### config.mk
export PLATFORM = sky130hd
export DESIGN_NAME = lcd_bus_driver
export DESIGN_NICKNAME = d
export VERILOG_FILES = /design/src/rtl/lcd_bus_driver_pkg.sv /design/src/rtl/lcd_bus_driver.sv
export SDC_FILE = /design/constraint.sdc
export NUM_CORES = 1
export LEC_CHECK = 0
export CAP_MARGIN = 20
export CORE_ASPECT_RATIO = 1.4
export CORE_UTILIZATION = 60
export DETAILED_ROUTE_END_ITERATION = 10
export DONT_BUFFER_PORTS = 1
export GPL_TIMING_DRIVEN = 0
export HOLD_SLACK_MARGIN = 0.08
export PLACE_DENSITY_LB_ADDON = 0.1
export SYNTH_ARGS = -nofsm -noshare
export SYNTH_HDL_FRONTEND = slang
export SYNTH_SLANG_ARGS = --single-unit
### constraint.sdc
create_clock -name iCLK -period 2.13 [get_ports iCLK]
set_input_delay 0.213 -clock iCLK [delete_from_list [all_inputs] [get_ports iCLK]]
set_output_delay 0.213 -clock iCLK [all_outputs]
set_load 0.03 [all_outputs]
### src/rtl/lcd_bus_driver_pkg.sv
// Shared definitions for the HD44780 byte write engine: FSM states,
// special command bytes, default bus timing and small helper functions.
package lcd_bus_driver_pkg;

    typedef enum logic [2:0] {
        ST_IDLE,
        ST_SETUP,
        ST_EN_HI,
        ST_HOLD,
        ST_WAIT
    } state_t;

    localparam logic [7:0] LCD_CMD_CLEAR = 8'h01;
    localparam logic [7:0] LCD_CMD_HOME  = 8'h02;

    localparam int DEF_SETUP_CYC    = 4;
    localparam int DEF_EN_HIGH_CYC  = 16;
    localparam int DEF_HOLD_CYC     = 4;
    localparam int DEF_CMD_WAIT_CYC = 2000;
    localparam int DEF_CLR_WAIT_CYC = 82000;

    // Largest of the five timing values, used to size the shared counter.
    function automatic int max_cyc(input int a, input int b, input int c,
                                   input int d, input int e);
        int m;
        m = a;
        if (b > m) m = b;
        if (c > m) m = c;
        if (d > m) m = d;
        if (e > m) m = e;
        return m;
    endfunction

    // Clear display and return home are the slow instructions on the controller.
    function automatic logic needs_long_wait(input logic rs, input logic [7:0] data);
        return (rs == 1'b0) && ((data == LCD_CMD_CLEAR) || (data == LCD_CMD_HOME));
    endfunction

endpackage

### src/rtl/lcd_bus_driver.sv
// Byte-level HD44780 write engine. Accepts one command/data byte per
// handshake and generates the RS/RW/EN/DATA bus cycle followed by the
// controller execution wait. All outputs come straight from flops.
module lcd_bus_driver
    import lcd_bus_driver_pkg::*;
#(
    parameter int SETUP_CYC    = DEF_SETUP_CYC,
    parameter int EN_HIGH_CYC  = DEF_EN_HIGH_CYC,
    parameter int HOLD_CYC     = DEF_HOLD_CYC,
    parameter int CMD_WAIT_CYC = DEF_CMD_WAIT_CYC,
    parameter int CLR_WAIT_CYC = DEF_CLR_WAIT_CYC
) (
    input  logic       iCLK,
    input  logic       iRST_N,
    input  logic       iSTART,
    input  logic       iRS,
    input  logic [7:0] iDATA,
    output logic       oBUSY,
    output logic       oDONE,
    output logic [7:0] LCD_DATA,
    output logic       LCD_RW,
    output logic       LCD_EN,
    output logic       LCD_RS
);

    localparam int MAX_CYC = max_cyc(SETUP_CYC, EN_HIGH_CYC, HOLD_CYC,
                                     CMD_WAIT_CYC, CLR_WAIT_CYC);
    localparam int CNT_W   = $clog2(MAX_CYC + 1);

    // Terminal counts: each phase lasts exactly N cycles, counting 0..N-1.
    localparam logic [CNT_W-1:0] SETUP_LAST = CNT_W'(SETUP_CYC - 1);
    localparam logic [CNT_W-1:0] EN_LAST    = CNT_W'(EN_HIGH_CYC - 1);
    localparam logic [CNT_W-1:0] HOLD_LAST  = CNT_W'(HOLD_CYC - 1);
    localparam logic [CNT_W-1:0] CMD_LAST   = CNT_W'(CMD_WAIT_CYC - 1);
    localparam logic [CNT_W-1:0] CLR_LAST   = CNT_W'(CLR_WAIT_CYC - 1);

    state_t           state_q, state_d;
    logic [CNT_W-1:0] cnt_q, cnt_d;
    logic             long_wait_q, long_wait_d;
    logic             busy_q, busy_d;
    logic             done_q, done_d;
    logic             en_q, en_d;
    logic             rs_q, rs_d;
    logic [7:0]       data_q, data_d;
    logic [CNT_W-1:0] wait_last;

    assign wait_last = long_wait_q ? CLR_LAST : CMD_LAST;

    // Next-state logic: walk setup, enable, hold and execution wait, then pulse done.
    always_comb begin
        state_d     = state_q;
        cnt_d       = cnt_q + CNT_W'(1);
        long_wait_d = long_wait_q;
        busy_d      = busy_q;
        done_d      = 1'b0;
        en_d        = en_q;
        rs_d        = rs_q;
        data_d      = data_q;
        case (state_q)
            ST_IDLE: begin
                cnt_d  = '0;
                busy_d = 1'b0;
                if (iSTART) begin
                    rs_d        = iRS;
                    data_d      = iDATA;
                    long_wait_d = needs_long_wait(iRS, iDATA);
                    busy_d      = 1'b1;
                    state_d     = ST_SETUP;
                end
            end
            ST_SETUP: begin
                if (cnt_q == SETUP_LAST) begin
                    cnt_d   = '0;
                    en_d    = 1'b1;
                    state_d = ST_EN_HI;
                end
            end
            ST_EN_HI: begin
                if (cnt_q == EN_LAST) begin
                    cnt_d   = '0;
                    en_d    = 1'b0;
                    state_d = ST_HOLD;
                end
            end
            ST_HOLD: begin
                if (cnt_q == HOLD_LAST) begin
                    cnt_d   = '0;
                    state_d = ST_WAIT;
                end
            end
            ST_WAIT: begin
                if (cnt_q == wait_last) begin
                    cnt_d   = '0;
                    busy_d  = 1'b0;
                    done_d  = 1'b1;
                    state_d = ST_IDLE;
                end
            end
            default: begin
                cnt_d   = '0;
                busy_d  = 1'b0;
                en_d    = 1'b0;
                state_d = ST_IDLE;
            end
        endcase
    end

    // State and output registers; reset aborts any write in progress without a done pulse.
    always_ff @(posedge iCLK) begin
        if (!iRST_N) begin
            state_q     <= ST_IDLE;
            cnt_q       <= '0;
            long_wait_q <= 1'b0;
            busy_q      <= 1'b0;
            done_q      <= 1'b0;
            en_q        <= 1'b0;
            rs_q        <= 1'b0;
            data_q      <= 8'h00;
        end else begin
            state_q     <= state_d;
            cnt_q       <= cnt_d;
            long_wait_q <= long_wait_d;
            busy_q      <= busy_d;
            done_q      <= done_d;
            en_q        <= en_d;
            rs_q        <= rs_d;
            data_q      <= data_d;
        end
    end

    assign oBUSY    = busy_q;
    assign oDONE    = done_q;
    assign LCD_EN   = en_q;
    assign LCD_RS   = rs_q;
    assign LCD_DATA = data_q;
    assign LCD_RW   = 1'b0;

endmodule

Word-level counts from Yosys, hierarchy flattened:

Cells that the tools add are included.

* multiplexer cells: 18
* magnitude comparators: 0
* bitwise logic cells: 3
* equal/unequal tests: 14
* add/subtract/negate cells: 1
* multipliers: 0
* div/mod/pow operators: 0
* shifts and indexed selects: 0
* reduce and logical (&&, ||, !) cells: 11

Operators with widths (number)
* $mux 17: 4
* $pmux 17 s3: 1
* $add 17x1->17 const B: 1
* $eq 17x17->1: 1
* $eq 17x2->1 const B: 1
* $eq 17x4->1 const B: 1
* $mux 3: 5
* $pmux 3 s5: 1
* $ne 2x2->1 const B: 5
* $eq 8x1->1 const B: 1
* $eq 8x2->1 const B: 1
* $eq 3x2->1 const B: 2
* $pmux 1 s3: 2
* $reduce_and 2->1: 3
* $reduce_or 3->1: 2
* $mux 1: 5
* $reduce_and 5->1: 1
* $eq 3x1->1 const B: 1
* $eq 3x3->1 const B: 1
* $logic_not 3->1: 1
* $not 1->1: 3
* $reduce_and 3->1: 1
* $reduce_or 2->1: 1
* $logic_and 1x1->1: 1
* $logic_or 1x1->1: 1

* output and inout port bits: 13
* latch bits: 0
* register bits: 33
* bits in read-only memories: 0
* memory bits (writable): 0
* memories: 0

Logic depth before layout (Yosys ltp):

Gate-level depths: netlist of the first run.

* word-level depth: 4
* mapped depth: 7

Least setup slack after synthesis of the first run:

No wires, ideal clock.

* path kind: register to register
* from: register cnt_q[0]
* to: register cnt_q[12]
* library setup time: 0.149 ns
* required time: 1.981 ns
* arrival time: 1.703 ns
* stages on the path, launching flop included: 7
* buffers on the path: 1
* setup slack: 0.278 ns
* clock period less this slack: 1.852 ns
* cells stage by stage: dfxtp_1 > ha_1 > nor4b_1 > nand4_1 > a22oi_2 > buf_6 > a211oi_1

* longest elaborated chain between the ends: 3
* elaborated cells between the ends (all ways): 8
* those cells by class: 1 x add/sub; 3 x eq/ne; 4 x mux

Ends and longest elaborated chain
* from (decl): line lcd_bus_driver.sv:38 `logic [CNT_W-1:0] cnt_q, cnt_d;`
* from (signal assigned): line lcd_bus_driver.sv:121 `cnt_q <= cnt_d;`
* $add 17x1->17 (tied with other cells): line lcd_bus_driver.sv:52 `cnt_d = cnt_q + CNT_W'(1);`
* $mux 17, on equally long branches
* $pmux 17 s3 (*): line lcd_bus_driver.sv:59 `case (state_q)`

Mark *: on every way between the ends. The rest lies on a longest branch, timed or not.
A chain may end at the register's enable or synchronous reset.

Final worst setup path of the first run:

* from: register cnt_q[0]
* to: register cnt_q[15]

Same word-level chain as after synthesis.

==> reports/qor.txt, run 1 <==
ANT cells: 0
Met2 Use GR: 0.495
Core Rows: 22
Post-synth EDFFs: 0
Post-layout min period: 1.97 ns
CTS root buf: clkbuf_4
Type of destination of the critical path: flip-flop
Die area: 2940 sq um
Synthesized area: 1630 sq um
Nets@finish: 218
CP Class: reg2reg
H-tree lvl count: 2
Io pins: 25
HPWL Detailed: 2.57 mm
Vias in the first global route: 1,445
Worst-Skew Late Latency: 0.35 ns
First-pass DRT Iterations: 4
Worst relative slew slack: 0.437
Synth unique cells: 43
Maximum clock rate: 0.508 GHz
Via density: 6.05
Seq cells post-synth: 33
CP required: 2.34 ns
Final ANT Viol Nets: 0
Ys async rst share: 0
TritonCTS clock tree: built
Final core occ: 0.745
Gr busiest metal: met2
IO buf count: 0
Worst Path Arrival: 2.18 ns
Max VDD drop: 0.703 mV
Hold Vio Cnt, Final: 0
Avg Cell Area, Syn: 9.18 sq um
Share of cells above drive strength 1: 0.160
Setup violators final: 0
Primary FF master, synth: dfxtp_1
Final setup TNS: 0 ns
# DRC: 0
Initial Util: 0.625
Area Overhead vs Synth: 19.3%
P_leak: 0.651 nW
Most frequent cells in the layout: dfxtp_1 (33), nand2_1 (25), a211oi_1 (14)
Initial antenna violation count: 0
RSZ-0062 raised after global routing: no
Dpl ws: -0.0975 ns
Clk buf depth: 2
Worst hold-check path type: in2reg
Syn Nets: 191
DR vias: 1,463
Syn Inst Count: 178
Drt initial violations: 41
GR Overflow Total: 0
Sequential share of the synthesized area: 0.404
Core Area: 2620 sq um
Hold Slack: 0.0906 ns
Fill count: 194
Critical Path Fanout Max: 10
First-pass GRT wire length: 6.37 mm
Pwr dens: 644 nW/um^2
Met3 usage: 0.107
Final WS setup: 0.163 ns
Syn. warnings: 0
Max Cap Viol: 0
Part of the cycle the worst path needs: 0.923
Die height: 63.7 um
Fin. max-slew vios: 0
Sink Count: 33
Largest net degree at the start of global routing: 13
Die W: 46.1 um
Global Route met1 Usage: 0.328
Clock edge transition at the registers on the reported setup and hold paths: 0.11 ns
Wirelength per Cell: 16.0 um
GRT Resource Usage Total: 0.300
Final RePlAce weighted congestion: 0.856
Status: finished, final reports clean
CTS Buf Count: 5
Final Skew: 0.00438 ns
Commonest non-fill, non-tap cell in the layout: dfxtp_1
Detailed Route WL: 3.88 mm
Critical Path Source Type: flip-flop
Worst-Margin Slew: 0.842 ns
## where the power goes
part | switching [W] | leakage, nW | total (W) | internal (W)
Combinational | 0.0000587 | 0.342 | 0.000102 | 0.0000432
Sequential | 0.0000374 | 0.268 | 0.000670 | 0.000633
Clock | 0.000234 | 0.0414 | 0.000483 | 0.000248
Total | 0.000330 | 0.651 | 0.00125 | 0.000924
## cells in the mapped netlist, types with 2 or more instances
cell | number | area, sq um
dfxtp_1 | 33 | 661
nand2_1 | 25 | 93.8
a211oi_1 | 14 | 105
a21oi_1 | 13 | 65.1
nand4_1 | 10 | 62.6
xor2_1 | 8 | 70.1
xnor2_1 | 7 | 61.3
clkbuf_1 | 5 | 18.8
nor2_1 | 5 | 18.8
nor4_1 | 5 | 31.3
and3_1 | 4 | 25.0
nand3_1 | 4 | 20.0
nor3_1 | 4 | 20.0
and4_1 | 3 | 26.3
inv_1 | 3 | 11.3
nand3b_1 | 3 | 22.5
a31oi_1 | 2 | 12.5
buf_4 | 2 | 15.0
buf_6 | 2 | 22.5
o21ai_0 | 2 | 10.0
or3_1 | 2 | 12.5
## flip-flops by register name, indices dropped and copies added, names as in the netlist
signal,flops
oDONE,1
long_wait_q,1
cnt_q,17
LCD_RS,1
LCD_DATA,8
state_q,3
LCD_EN,1
oBUSY,1
## cell type report
class | count | area, sq um | share of cell area
inverters | 3 | 11.3 | 0.00578
well taps | 36 | 45.0 | 0.0231
plain buffers | 10 | 61.3 | 0.0315
multi-input cells | 132 | 907 | 0.465
flip-flops and latches | 33 | 661 | 0.339
clock inverters | 3 | 46.3 | 0.0237
repair buffers | 20 | 180 | 0.0924
clock buffers | 5 | 37.5 | 0.0193
## logic make-up (layout without fill, tap and decap cells)
| group | Yosys count | after routing | share of synthesized area |
|---|---|---|---|
| XOR/XNOR | 15 | 15 | 0.0804 |
| buffers and inverters | 13 | 41 | 0.0444 |
| multiplexers | 1 | 1 | 0.00613 |
| AND/OR/NAND/NOR | 75 | 75 | 0.267 |
| AO/OA/AOI/OAI | 39 | 39 | 0.188 |
| flip-flops | 33 | 33 | 0.404 |
| other | 1 | 1 | 0.00229 |
| adder cells (fa/ha/maj) | 1 | 1 | 0.00766 |
## layer usage
metal | up-vias | share of wire
met2 | 42 | 0.55
met1 | 694 | 0.38
met5 | - | 0
met3 | 12 | 0.046
met4 | 0 | 0.022
li1 | 715 | -
## worst paths after layout
path                            start                        to  slack, ns  cells past startpoint
max               cnt_q[0]$_SDFF_PN0_      cnt_q[15]$_SDFF_PN0_       0.16                      6
min reg2reg  long_wait_q$_SDFFE_PN0P_  long_wait_q$_SDFFE_PN0P_       0.49                      2
max reg2reg       cnt_q[0]$_SDFF_PN0_      cnt_q[15]$_SDFF_PN0_       0.16                      6
min                            iSTART        oBUSY$_SDFFE_PN0P_       0.09                      2
## critical path, stage by stage, from the launching register on
cell	delay [ns]
dfxtp_1	0.41
ha_1	0.26
nor4b_2	0.26
nand4_1	0.26
a22oi_2	0.37
buf_6	0.20
a211oi_1	0.08
## per-stage QoR
stage | instance area [sq um] | instances | total power (W)
6_report | 1950 | 242 | 0.00125
2_1_floorplan | 1630 | 178 | 0.000740
5_1_grt | 1950 | 242 | 0.00129
3_3_place_gp | 1680 | 214 | 0.000755
3_5_place_dp | 1680 | 214 | 0.000758
4_1_cts | 1910 | 238 | 0.00126
## repair_timing
item,in CTS,in global routing
buffers inserted,6,2
pin swaps,2,2
gates resized for setup,0,1
setup endpoints to repair,13,17
endpoints found under the hold margin,14,1
hold buffers,10,2
Note: power is estimated with default switching activity, not from simulation.
==> inputs of run 2 (changes only) <==
--- a/config.mk
+++ b/config.mk
@@ -8,5 +8,5 @@
 export CAP_MARGIN = 20
 export CORE_ASPECT_RATIO = 1.4
-export CORE_UTILIZATION = 60
+export CORE_UTILIZATION = 53
 export DETAILED_ROUTE_END_ITERATION = 10
 export DONT_BUFFER_PORTS = 1
==> constraint.sdc (replaced) <==
create_clock -name iCLK -period 2.13 [get_ports iCLK]
set_input_delay 0.213 -clock iCLK [delete_from_list [all_inputs] [get_ports iCLK]]
set_output_delay 0.213 -clock iCLK [all_outputs]
set_load 0.01 [all_outputs]
==> run 2 against run 1 <==
Non-clock buffer count is 4 lower. Sequential cell count is the same. Utilization shrank 8.6 points. Clock power fell by 2%. Design area fell by 1.6%. Die area rose by 13%. Hold slack gained 0.0053 ns. Worst setup slack worse by 0.012 ns. Clock skew increased by 0.0015 ns. Final cell count fell by 1.2%. Global-route usage fell by 4.6 points.
==> reports/qor.txt, run 2 (synthesized netlist as in run 1, its figures left out) <==
Status: finished, final reports clean
Fin. max-slew vios: 0
Max FFs per register: 17
Die height: 67.7 um
Sink Count: 33
Type of destination of the critical path: flip-flop
Nets@finish: 214
Largest net degree at the start of global routing: 12
Initial antenna violation count: 0
CTS Buf Count: 5
# placed instances: 215
Dpl ws: -0.134 ns
First-pass GRT wire length: 6.23 mm
Worst Path Arrival: 2.13 ns
ANT cells: 0
Die W: 48.9 um
R2R Path End: cnt_q[4]$_SDFF_PN0_
Crit. Startpoint: cnt_q[0]$_SDFF_PN0_
CP max stage cell: dfxtp_1
Part of the cycle the worst path needs: 0.929
Vias in the first global route: 1,413
GRT Resource Usage Total: 0.254
Hold Vio Cnt, Final: 0
Setup violators final: 0
Psw: 0.000318 W
Final RePlAce weighted congestion: 0.809
Worst-Margin Slew: 0.800 ns
CP required: 2.29 ns
Worst-Skew Late Latency: 0.30 ns
Detailed Route WL: 3.85 mm
Die area: 3310 sq um
Max VDD drop: 0.609 mV
RSZ-0062 raised after global routing: no
Worst setup endpoint: cnt_q[4]$_SDFF_PN0_
Fill count: 237
Drt initial violations: 32
Worst relative slew slack: 0.465
Clk buf depth: 2
Final core occ: 0.660
Max Cap Viol: 0
Sw Ratio: 0.261
Share of cells above drive strength 1: 0.153
Initial Util: 0.562
Maximum clock rate: 0.505 GHz
Final Skew: 0.00592 ns
DR vias: 1,464
Area Overhead vs Synth: 17.4%
Critical path cell sequence: ha_1 -> and4_1 -> buf_2 -> nand2_2 -> o41ai_4 -> buf_4 -> buf_6 -> a211oi_1
Internal Power: 0.000899 W
Pwr dens: 635 nW/um^2
Final ANT Viol Nets: 0
Most frequent cells in the layout: dfxtp_1 (33), nand2_1 (25), a211oi_1 (14)
RR Startpoint: cnt_q[0]$_SDFF_PN0_
CP Class: reg2reg
TritonCTS clock tree: built
Io pins: 25
HPWL Detailed: 2.66 mm
H-tree lvl count: 2
Share of total power in sequential cells: 0.535
Final WS setup: 0.151 ns
Core Area: 2910 sq um
Commonest non-fill, non-tap cell in the layout: dfxtp_1
Total chip power: 0.00122 W
Hold Slack: 0.0959 ns
Register with the most flip-flops: cnt_q
Clock edge transition at the registers on the reported setup and hold paths: 0.07 ns
R2R setup slack: 0.15 ns
GR Overflow Total: 0
Area of the multi-input gates: 907 sq um
Post-layout min period: 1.98 ns
Wirelength per Cell: 16.1 um
Via density: 6.13
Critical Path Fanout Max: 10
Top delay family on crit path: buffers and inverters
CP max stage delay: 0.39 ns
Worst hold-check path type: in2reg
P_leak: 0.635 nW
CTS root buf: clkbuf_8
First-pass DRT Iterations: 4
# DRC: 0
Logic pwr share: 0.077
Worst-case reg-to-reg path depth: 8
Levels on crit path: 8
IO buf count: 0
Worst Path Buf+Inv: 3
Core Rows: 23
Critical Path Source Type: flip-flop
Clk pwr share: 0.388
Register area: 661 sq um
Non-Filler Instances: 239
==> run 2: changes by cell type in the layout (fill, tap and decap cells not counted) <==
| cell | change |
|---|---|
| buf_4 | -2 |
| clkbuf_8 | +5 |
| clkinv_2 | +2 |
| clkinv_4 | -1 |
| clkbuf_4 | -5 |
| bufinv_16 | -1 |
| dlygate4sd3_1 | -2 |
==> run 2: layout make-up <==
class / count / area share
Sequential cell: 33 / 0.344
Tap cell: 37 / 0.0241
Clock inverter: 3 / 0.00913
Multi-Input combinational cell: 132 / 0.473
Buffer: 10 / 0.0320
Inverter: 3 / 0.00587
Timing Repair Buffer: 16 / 0.0757
Clock buffer: 5 / 0.0359
==> run 2: power by group through the flow <==
| stage | sequential, W | clock [W] | combinational, W |
|---|---|---|---|
| after floorplan | 0.000662 | 0 | 0.0000573 |
| after global placement | 0.000665 | 0 | 0.0000699 |
| after detailed placement | 0.000665 | 0 | 0.0000730 |
| after CTS | 0.000651 | 0.000480 | 0.0000929 |
| after global routing | 0.000653 | 0.000502 | 0.000103 |
| final | 0.000651 | 0.000473 | 0.0000933 |
==> run 2: timing repair <==
item	4_1_cts	5_1_grt
pin swaps	2	1
resized for setup	0	1
setup buffers	2	4
hold buffers	10	0
endpoints found under the hold margin	11	0
setup endpoints to repair	18	19
==> run 2: worst register-to-register path, cell delays in order (launching register included) <==
cell and delay, ns:
dfxtp_1 0.39, ha_1 0.25, and4_1 0.20, buf_2 0.16, nand2_2 0.09, o41ai_4 0.29
buf_4 0.21, buf_6 0.17, a211oi_1 0.09
==> run 2: how the worst min path moves through the flow <==
stage	cells after the start	endpoint	startpoint	slack [ns]
6_report	2	state_q[1]$_SDFFE_PN0P_	iRST_N	0.1
5_1_grt	2	oBUSY$_SDFFE_PN0P_	iRST_N	0.11
4_1_cts	2	state_q[1]$_SDFFE_PN0P_	iRST_N	0.09
3_5_place_dp	2	cnt_q[1]$_SDFF_PN0_	iRST_N	0.36
3_3_place_gp	2	LCD_DATA[3]$_SDFFE_PN0P_	iDATA[3]	0.35
2_1_floorplan	2	LCD_DATA[0]$_SDFFE_PN0P_	iDATA[0]	0.35
==> run 2: layer usage <==
| metal | share of wire | up-vias | track usage |
|---|---|---|---|
| met1 | 0.40 | 721 | 0.248 |
| met4 | 0.026 | 0 | 0.143 |
| met2 | 0.54 | 25 | 0.484 |
| met5 | 0 | - | 0 |
| li1 | - | 710 | - |
| met3 | 0.033 | 8 | 0.0698 |
==> run 2: per-stage QoR <==
| stage | setup TNS, ns | area (sq um) |
|---|---|---|
| 6_report | 0 | 1920 |
| 5_1_grt | 0 | 1920 |
| 3_5_place_dp | -1.29 | 1680 |
| 2_1_floorplan | 0 | 1630 |
| 4_1_cts | 0 | 1880 |
| 3_3_place_gp | -0.635 | 1680 |
==> inputs of run 3 (changes only) <==
CORE_MARGIN = 10   (was unset)
==> run 3 against run 2 <==
Final cell count down 0.42%. Routed wire length up 6.7%. Register-to-register slack about the same. Critical path type unchanged.
==> reports/qor.txt, run 3 (synthesized netlist as in run 1, its figures left out) <==
Status: finished, final reports clean
Share of cells above drive strength 1: 0.149
IO buf count: 0
Commonest non-fill, non-tap cell in the layout: dfxtp_1
Wirelength per Cell: 17.3 um
Sink Count: 33
Maximum clock rate: 0.502 GHz
Initial Util: 0.562
Worst relative slew slack: 0.430
Hold depth: 2
Fin. max-slew vios: 0
CTS Buf Count: 5
Final RePlAce weighted congestion: 0.798
Most frequent cells in the layout: dfxtp_1 (33), nand2_1 (25), a211oi_1 (14)
Max VDD drop: 0.561 mV
Register with the most flip-flops: cnt_q
Core Area: 2910 sq um
Initial antenna violation count: 0
Clock edge transition at the registers on the reported setup and hold paths: 0.07 ns
HPWL Detailed: 2.86 mm
GRT Resource Usage Total: 0.149
Die W: 66.9 um
First-pass GRT wire length: 6.89 mm
Setup violators final: 0
Area Overhead vs Synth: 19.8%
Critical Path Fanout Max: 6
Worst-Margin Slew: 0.853 ns
Die area: 5740 sq um
Drt initial violations: 70
First-pass DRT Iterations: 4
Type of destination of the critical path: flip-flop
RSZ-0062 raised after global routing: no
Hold Slack: 0.112 ns
Core Rows: 23
Part of the cycle the worst path needs: 0.935
H-tree lvl count: 2
Dpl ws: -0.112 ns
Worst Path Arrival: 2.13 ns
Worst-Skew Late Latency: 0.29 ns
CP Class: reg2reg
DR vias: 1,431
Nets@finish: 213
Vias in the first global route: 1,512
Final ANT Viol Nets: 0
Hold Vio Cnt, Final: 0
Max FFs per register: 17
Pwr dens: 740 nW/um^2
ANT cells: 0
Clk buf depth: 2
Largest net degree at the start of global routing: 12
Post-layout min period: 1.99 ns
Worst hold-check path type: in2reg
Die height: 85.7 um
GR Overflow Total: 0
CTS root buf: clkbuf_8
Worst-case reg-to-reg path depth: 6
Io pins: 25
Via density: 6.01
# DRC: 0
Detailed Route WL: 4.11 mm
CP required: 2.27 ns
Final Skew: 0.00666 ns
Fill count: 237
P_leak: 0.655 nW
TritonCTS clock tree: built
Critical Path Source Type: flip-flop
Max Cap Viol: 0
Final WS setup: 0.138 ns
==> run 3: layout make-up <==
cell class              instances  area, sq um  share of cell area
plain buffers                  10         61.3              0.0313
repair buffers                 15          138              0.0703
clock buffers                   5         68.8              0.0351
clock inverters                 3         65.1              0.0332
multi-input cells             132          907               0.463
inverters                       3         11.3             0.00575
flip-flops and latches         33          661               0.337
well taps                      37         46.3              0.0236
==> run 3: worst paths after layout <==
check | from | to | slack (ns)
min | iRST_N | state_q[1]$_SDFFE_PN0P_ | 0.11
min reg2reg | long_wait_q$_SDFFE_PN0P_ | long_wait_q$_SDFFE_PN0P_ | 0.49
max reg2reg | cnt_q[0]$_SDFF_PN0_ | cnt_q[3]$_SDFF_PN0_ | 0.14
max | cnt_q[0]$_SDFF_PN0_ | cnt_q[3]$_SDFF_PN0_ | 0.14
==> run 3: power breakdown <==
| part | internal (W) | switching (W) | total, W |
|---|---|---|---|
| logic | 0.0000412 | 0.0000543 | 0.0000955 |
| clock network | 0.000465 | 0.000235 | 0.000700 |
| registers | 0.000633 | 0.0000201 | 0.000653 |
==> run 3: timing repair <==
item / CTS / global route
gates resized for setup: 0 / 1
hold buffers: 10 / 0
setup endpoints to repair: 14 / 21
pin swaps: 2 / 2
setup buffers: 2 / 3
gates cloned: 0 / 0
hold endpoints to repair: 11 / 0
==> run 3: per-stage QoR <==
step / setup TNS [ns] / area (sq um) / cells / util / power [W]
after floorplan: 0 / 1630 / 178 / - / 0.000720
after global placement: -0.896 / 1680 / 215 / 0.578 / 0.000737
after detailed placement: -1.01 / 1680 / 215 / 0.578 / 0.000740
after CTS: 0 / 1930 / 235 / 0.664 / 0.00146
after global routing: 0 / 1960 / 238 / 0.674 / 0.00150
final: 0 / 1960 / 238 / 0.674 / 0.00145
==> run 3: per-layer routing <==
| layer | GRT usage | share of wire | vias up |
|---|---|---|---|
| met5 | 0 | 0 | - |
| met1 | 0.146 | 0.38 | 696 |
| met2 | 0.272 | 0.55 | 22 |
| met4 | 0.0468 | 0.0083 | 0 |
| met3 | 0.0586 | 0.059 | 4 |
| li1 | - | - | 709 |
==> run 3: critical path: stages (launching register included) <==
cell and delay (ns):
dfxtp_1 0.40, ha_1 0.27, nor4b_2 0.27, nand4_1 0.27
a22oi_2 0.32, buf_4 0.20, a2111oi_0 0.11
